`src/rtl/hazard_unit_pkg.sv`:
```
// rtl/hazard_unit_pkg.sv - shared constants and types for the pipeline hazard unit
package hazard_unit_pkg;

    localparam logic [1:0] FWD_NONE  = 2'b00;
    localparam logic [1:0] FWD_EXMEM = 2'b01;
    localparam logic [1:0] FWD_MEMWB = 2'b10;

    // {file=0, addr=0} is the hardwired zero register
    localparam int ZERO_REG_ID = 0;

    localparam logic [5:0] OP_LB  = 6'd32;
    localparam logic [5:0] OP_LH  = 6'd33;
    localparam logic [5:0] OP_LW  = 6'd35;
    localparam logic [5:0] OP_LBU = 6'd36;
    localparam logic [5:0] OP_LHU = 6'd37;

    typedef enum logic {
        IDLE  = 1'b0,
        STALL = 1'b1
    } hz_state_e;

    function automatic logic is_load_opcode(input logic [5:0] op);
        return (op == OP_LB) || (op == OP_LH) || (op == OP_LW) ||
               (op == OP_LBU) || (op == OP_LHU);
    endfunction

endpackage

```
`src/rtl/hazard_src_match.sv`:
```
// rtl/hazard_src_match.sv - per-source producer comparator yielding {m1,m2,m3,load_hit}
module hazard_src_match
    import hazard_unit_pkg::*;
#(
    parameter int ADDR_W   = 5,
    parameter int FILE_W   = 2,
    parameter int LOAD_LAT = 1
) (
    input  logic                     check_en,
    input  logic [FILE_W+ADDR_W-1:0] src,
    input  logic                     ex_valid,
    input  logic                     ex_regwrite,
    input  logic                     ex_is_load,
    input  logic [FILE_W+ADDR_W-1:0] ex_rw,
    input  logic                     mem_valid,
    input  logic                     mem_regwrite,
    input  logic                     mem_is_load,
    input  logic [FILE_W+ADDR_W-1:0] mem_rw,
    input  logic                     wb_regwrite,
    input  logic [FILE_W+ADDR_W-1:0] wb_rw,
    output logic [3:0]               hit
);

    localparam int SW = FILE_W + ADDR_W;

    logic live;
    logic m1;
    logic m2;
    logic m3;
    logic load_hit;

    always_comb begin
        live     = check_en && (src != SW'(ZERO_REG_ID));
        m1       = live && ex_valid && ex_regwrite && (ex_rw == src);
        m2       = live && mem_valid && mem_regwrite && (mem_rw == src);
        m3       = live && wb_regwrite && (wb_rw == src);
        // with a two-cycle load the value is still unavailable one stage later
        load_hit = (m1 && ex_is_load) || ((LOAD_LAT > 1) && m2 && mem_is_load);
        hit      = {m1, m2, m3, load_hit};
    end

endmodule

```
`src/rtl/hazard_unit.sv`:
```
// rtl/hazard_unit.sv - hazard detection, forwarding selects and load-use stall control
module hazard_unit
    import hazard_unit_pkg::*;
#(
    parameter int ADDR_W   = 5,
    parameter int FILE_W   = 2,
    parameter int NUM_SRC  = 2,
    parameter int LOAD_LAT = 1,
    parameter int CNT_W    = 32
) (
    input  logic                             clock,
    input  logic                             reset,
    input  logic                             id_valid,
    input  logic [NUM_SRC*(FILE_W+ADDR_W)-1:0] id_src,
    input  logic [NUM_SRC-1:0]               id_src_en,
    input  logic                             ex_valid,
    input  logic                             ex_regwrite,
    input  logic                             ex_is_load,
    input  logic [FILE_W+ADDR_W-1:0]         ex_rw,
    input  logic                             mem_valid,
    input  logic                             mem_regwrite,
    input  logic [FILE_W+ADDR_W-1:0]         mem_rw,
    input  logic                             wb_regwrite,
    input  logic [FILE_W+ADDR_W-1:0]         wb_rw,
    input  logic                             flush,
    output logic                             stall,
    output logic                             bubble,
    output logic [2*NUM_SRC-1:0]             ex_fwd_sel,
    output logic [NUM_SRC-1:0]               id_bypass,
    output logic [CNT_W-1:0]                 stall_cycles
);

    localparam int SW  = FILE_W + ADDR_W;
    localparam int LCW = 2;

    logic [NUM_SRC-1:0]   m1_v;
    logic [NUM_SRC-1:0]   m2_v;
    logic [NUM_SRC-1:0]   m3_v;
    logic [NUM_SRC-1:0]   lh_v;

    hz_state_e            state_q, state_d;
    logic [LCW-1:0]       cnt_q, cnt_d;
    logic [2*NUM_SRC-1:0] fwd_sel_q, fwd_sel_d;
    logic                 mem_is_load_q, mem_is_load_d;
    logic [CNT_W-1:0]     stall_cycles_q, stall_cycles_d;

    logic                 hazard;
    logic                 stall_core;
    logic                 bubble_core;
    logic [2*NUM_SRC-1:0] codes;
    logic [NUM_SRC-1:0]   bypass_core;

    for (genvar g = 0; g < NUM_SRC; g++) begin : g_src
        logic [3:0] hit;

        hazard_src_match #(
            .ADDR_W   (ADDR_W),
            .FILE_W   (FILE_W),
            .LOAD_LAT (LOAD_LAT)
        ) u_match (
            .check_en     (id_valid & id_src_en[g]),
            .src          (id_src[g*SW +: SW]),
            .ex_valid     (ex_valid),
            .ex_regwrite  (ex_regwrite),
            .ex_is_load   (ex_is_load),
            .ex_rw        (ex_rw),
            .mem_valid    (mem_valid),
            .mem_regwrite (mem_regwrite),
            .mem_is_load  (mem_is_load_q),
            .mem_rw       (mem_rw),
            .wb_regwrite  (wb_regwrite),
            .wb_rw        (wb_rw),
            .hit          (hit)
        );

        assign {m1_v[g], m2_v[g], m3_v[g], lh_v[g]} = hit;
    end

    always_comb begin
        state_d     = state_q;
        cnt_d       = cnt_q;
        stall_core  = 1'b0;
        bubble_core = 1'b0;
        hazard      = |lh_v;
        if (flush) begin
            bubble_core = 1'b1;
            state_d     = IDLE;
            cnt_d       = '0;
        end else begin
            case (state_q)
                IDLE: begin
                    if (hazard) begin
                        stall_core  = 1'b1;
                        bubble_core = 1'b1;
                        if (LOAD_LAT > 1) begin
                            state_d = STALL;
                            cnt_d   = LCW'(LOAD_LAT - 1);
                        end
                    end
                end
                STALL: begin
                    stall_core  = 1'b1;
                    bubble_core = 1'b1;
                    cnt_d       = cnt_q - LCW'(1);
                    if (cnt_d == '0) begin
                        state_d = IDLE;
                    end
                end
                default: begin
                    state_d = IDLE;
                    cnt_d   = '0;
                end
            endcase
        end
    end

    always_comb begin
        codes       = '0;
        bypass_core = '0;
        for (int i = 0; i < NUM_SRC; i++) begin
            if (m1_v[i]) begin
                codes[2*i +: 2] = FWD_EXMEM;
            end else if (m2_v[i]) begin
                codes[2*i +: 2] = FWD_MEMWB;
            end else begin
                codes[2*i +: 2] = FWD_NONE;
                bypass_core[i]  = m3_v[i];
            end
        end
    end

    always_comb begin
        if (bubble_core) begin
            fwd_sel_d = '0;
        end else if (!stall_core) begin
            fwd_sel_d = codes;
        end else begin
            fwd_sel_d = fwd_sel_q;
        end
        // EX always advances (a bubble replaces it on stall), so MEM's load flag follows EX
        mem_is_load_d  = ex_valid & ex_is_load;
        stall_cycles_d = stall_cycles_q;
        if (stall_core && !(&stall_cycles_q)) begin
            stall_cycles_d = stall_cycles_q + CNT_W'(1);
        end
    end

    always_ff @(posedge clock or posedge reset) begin
        if (reset) begin
            state_q        <= IDLE;
            cnt_q          <= '0;
            fwd_sel_q      <= '0;
            mem_is_load_q  <= 1'b0;
            stall_cycles_q <= '0;
        end else begin
            state_q        <= state_d;
            cnt_q          <= cnt_d;
            fwd_sel_q      <= fwd_sel_d;
            mem_is_load_q  <= mem_is_load_d;
            stall_cycles_q <= stall_cycles_d;
        end
    end

    assign stall        = stall_core & ~reset;
    assign bubble       = bubble_core & ~reset;
    assign id_bypass    = bypass_core & {NUM_SRC{~reset}};
    assign ex_fwd_sel   = fwd_sel_q;
    assign stall_cycles = stall_cycles_q;

endmodule

```
`config.mk`:
```
export PLATFORM = sky130hd
export DESIGN_NAME = hazard_unit
export DESIGN_NICKNAME = d
export VERILOG_FILES = /design/src/rtl/hazard_unit_pkg.sv /design/src/rtl/hazard_src_match.sv /design/src/rtl/hazard_unit.sv
export SDC_FILE = /design/constraint.sdc
export NUM_CORES = 1
export LEC_CHECK = 0
export CAP_MARGIN = 40
export CORE_MARGIN = 2
export CORE_UTILIZATION = 35
export CTS_BUF_LIST = sky130_fd_sc_hd__clkbuf_4
export CTS_CLUSTER_DIAMETER = 50
export DETAILED_ROUTE_END_ITERATION = 16
export SYNTH_ARGS = -nofsm -noshare
export SYNTH_HDL_FRONTEND = slang
export SYNTH_SLANG_ARGS = --single-unit
```
`constraint.sdc`:
```
create_clock -name clock -period 7 [get_ports clock]
set_clock_uncertainty 0.1 [all_clocks]
set_input_delay 1.4 -clock clock [delete_from_list [all_inputs] [get_ports clock]]
set_output_delay 1.4 -clock clock [all_outputs]
set_load 0.01 [all_outputs]
```
==> out/results.tsv <==
stage	metric	value	unit
min_path	whs_path_depth	1	
setup_path	reg2reg_to	stall_cycles[27]$_DFFE_PP0P_	
floorplan	die_w	89.1	um
global_routing	grt_usage	0.183	
sta	clock.fmax	186	MHz
sta	setup-violations-final	0	
setup_path	crit_start	id_src[1]	
synthesis	ys_types	37	
min_path	holdPathEnd	stall_cycles[15]$_DFFE_PP0P_	
drt	wl_per_cell	15.7	um
synthesis	yosys_warnings	0	
clocking	cts_root_buf	clkbuf_4	
synthesis	synth-main-ff-cell	dfrtp_1	
drt	avgViaCountPerCell	5.15	
clocking	post_cts_buffers	0	
drt	detail_route.first_pass.iterations	4	
setup_path	rr_startpoint	stall_cycles[0]$_DFFE_PP0P_	
place	dp_hpwl	5640	um
sta	hold_viol	0	
synthesis	synth_most_common_cell	xor2_1	
floorplan	die_area	0.00793	mm2
setup_path	rrSetupSlack	4.67	ns
pwr	switchingPower	108	uW
pwr	clkPwrFrac	0.271	
final_layout	nNetsFinal	398	
sta	setup_slack	1.62	ns
final_layout	area_growth	39.5	%
clocking	cts_tree	built	
sta	setup_tns	0	ns
final_layout	antenna_cells	0	
setup_path	arrival	3.88	ns
global_routing	grt_overflow	0	
global_routing	met3_usage	0.0323	
sta	tightest_slew	0.611	ns
global_routing	antenna_found_initial	0	
floorplan	placementRows	31	
pwr	p_seq_frac	0.553	
drt	drcViolationCount	0	
run_status	outcome	finished clean	
pwr	power_leakage	0.00144	uW
run	cap_violations	0	
pwr	swShare	0.266	
setup_path	crit_fanout	5	
sta	fin_crit_sh	0.768	
sta	slew_headroom	0.592	
synthesis	postSynthCellCount	263	
floorplan	core_area	0.00714	mm2
floorplan	initial_utilization	0.355	
setup_path	crit_slowest_cell	or4_1	
clocking	clock_latency	0.34	ns
synthesis	synth_common_cells	xor2_1 (45), dfrtp_1 (39), xnor2_1 (29)	
place	io_buffer_count	86	
floorplan	io_pins	87	
drt	drt_first_iter_violations	184	
sta	finalMaxSlewViolations	0	
pwr	power_frac_comb	0.175	
synthesis	synth-edff-count	0	
pwr	powerDensity	115	mW/mm2
sta	rsz0062_at_grt	false	
clocking	cts.sinks	39	
clocking	cts-htree-levels	2	
global_routing	grt_max_degree	41	
clocking	clk_pin_slew	0.11	ns
min_path	holdCritStartpoint	stall_cycles[15]$_DFFE_PP0P_	
synthesis	syn-num-nets	312	
setup_path	critPathCaptureType	output pin	
setup_path	critPathKind	in2out	
clocking	postCtsHoldBufs	0	
synthesis	ys_ff_latch	39	
drt	drtAntennaViolNets	0	
synthesis	avgSynthCellArea	9.63	um2
sta	fin_crit	5.38	ns
global_routing	grtUsageMet2	0.334	
pwr	internal_power	299	uW
global_routing	grt_pass1_vias	2262	
synthesis	ys_async_sr_fraction	1.00	
pwr	ir_worst_vdd	0.0500	mV
setup_path	crit_path_frequent_cell	clkdlybuf4s50_1	
setup_path	r2r_cells	7	
synthesis	ys_seq_area_frac	0.385	
sta	hold_slack	0.403	ns
clocking	cts_buffers	5	
setup_path	timing.critical_path.required	5.50	ns
setup_path	cp_cell_sequence	clkdlybuf4s50_1 -> xor2_1 -> or4_1 -> nor2_2 -> a22o_1 -> a211o_2 -> and2_1 -> clkdlybuf4s50_1	
global_routing	grt.busiest_layer	met2	
global_routing	grt_pass1_wl	11100	um
clocking	cts_max_path_buffers	2	
setup_path	start_kind	primary input	
synthesis	synth_top_area_share	0.385	
setup_path	critPathMaxStageDelay	0.56	ns
floorplan	dieHeight	89.1	um
synthesis	synthesis.area	0.00253	mm2
min_path	hold_class	reg2reg	
drt	vias	2313	
place	gp_congestion	0.879	
final_layout	drive_above_1_share	0.0486	
drt	wl	7040	um
synthesis	yosys-top-cells-area	dfrtp_1 (39%), xor2_1 (16%), xnor2_1 (10%), nand4_1 (5.9%), and3_1 (3.5%)	
synthesis	yosysTopAreaCell	dfrtp_1	
clocking	cts_resized	0	
place	preCtsSetupSlack	1.62	ns
global_routing	met1_usage	0.218	
power groups by stage:
stage | Sequential, uW | Combinational [uW] | Clock, uW
after floorplan | 230 | 25.7 | 0
after global placement | 230 | 72.2 | 0
after detailed placement | 230 | 71.6 | 0
after CTS | 226 | 71.8 | 116
after global routing | 226 | 76.7 | 125
final | 226 | 71.5 | 111
critical path, delay by kind of cell:
family          cells  cell delay (ns)
compound gates      2             0.33
simple gates        3             0.89
buf+inv             2             1.05
xor+xnor            1             0.21
registers in the layout (all words and copies together) (netlist names):
| register | cells |
|---|---|
| stall_cycles | 32 |
| cnt_q | 2 |
| ex_fwd_sel | 4 |
| state_q | 1 |
per-layer routing:
| metal | vias to the layer above | share of wire | wire [um] |
|---|---|---|---|
| met2 | 87 | 0.52 | 3650 |
| met5 | - | 0 | 0 |
| li1 | 1120 | - | - |
| met1 | 1097 | 0.41 | 2880 |
| met4 | 0 | 0.019 | 133 |
| met3 | 9 | 0.054 | 380 |
metrics by stage:
stage / cells / utilization / instance area [um2] / total power (uW)
after floorplan: 263 / - / 2530 / 256
after global placement: 441 / 0.488 / 3480 / 302
after detailed placement: 441 / 0.488 / 3480 / 301
after CTS: 449 / 0.495 / 3530 / 413
after global routing: 449 / 0.495 / 3530 / 427
final: 449 / 0.495 / 3530 / 408
layout make-up:
| class | instances | area [um2] |
|---|---|---|
| Sequential cell | 39 | 976 |
| Clock inverter | 3 | 15.0 |
| Inverter | 4 | 15.0 |
| Timing Repair Buffer | 87 | 868 |
| Clock buffer | 5 | 37.5 |
| Multi-Input combinational cell | 212 | 1500 |
| Fill cell | 693 | 3600 |
| Tap cell | 99 | 124 |
logic make-up after synthesis:
group | after synthesis | share of synthesized area
AOI/OAI and AO/OA | 6 | 0.0173
xor gates and xnor gates | 74 | 0.256
and+or+nand+nor | 128 | 0.300
buffers and inverters | 12 | 0.0232
adders and majority gates | 2 | 0.00988
muxes | 2 | 0.00840
DFF | 39 | 0.385
worst max path at each step:
stage	endpoint	slack, ns	cells past startpoint
after floorplan	id_bypass[1]	2.52	5
after global placement	bubble	1.68	8
after detailed placement	bubble	1.62	8
after CTS	bubble	1.63	8
after global routing	bubble	1.52	8
final	bubble	1.62	8
layout by cell type, fill, tap and decap left out, drive strengths merged:
cell | synthesis | final
nand4b | 2 | 2
a22o | 1 | 1
and4 | 6 | 6
mux2i | 1 | 1
nor3 | 8 | 8
a211o | 1 | 1
xnor2 | 29 | 29
nor2b | 1 | 1
nor2 | 15 | 15
and3 | 14 | 14
nor4 | 15 | 15
nand3 | 14 | 14
dfrtp | 39 | 39
nand4 | 25 | 25
o2111ai | 1 | 1
a31oi | 1 | 1
mux2 | 1 | 1
a21oi | 2 | 2
ha | 2 | 2
inv | 4 | 4
clkinv | 0 | 3
nand3b | 1 | 1
nand2b | 1 | 1
and2 | 4 | 4
or4 | 4 | 4
and4b | 1 | 1
buf | 7 | 1
clkbuf | 1 | 5
xor2 | 45 | 45
clkdlybuf4s50 | 0 | 86
nand2 | 17 | 17
Note: power is estimated with default switching activity, not from simulation.
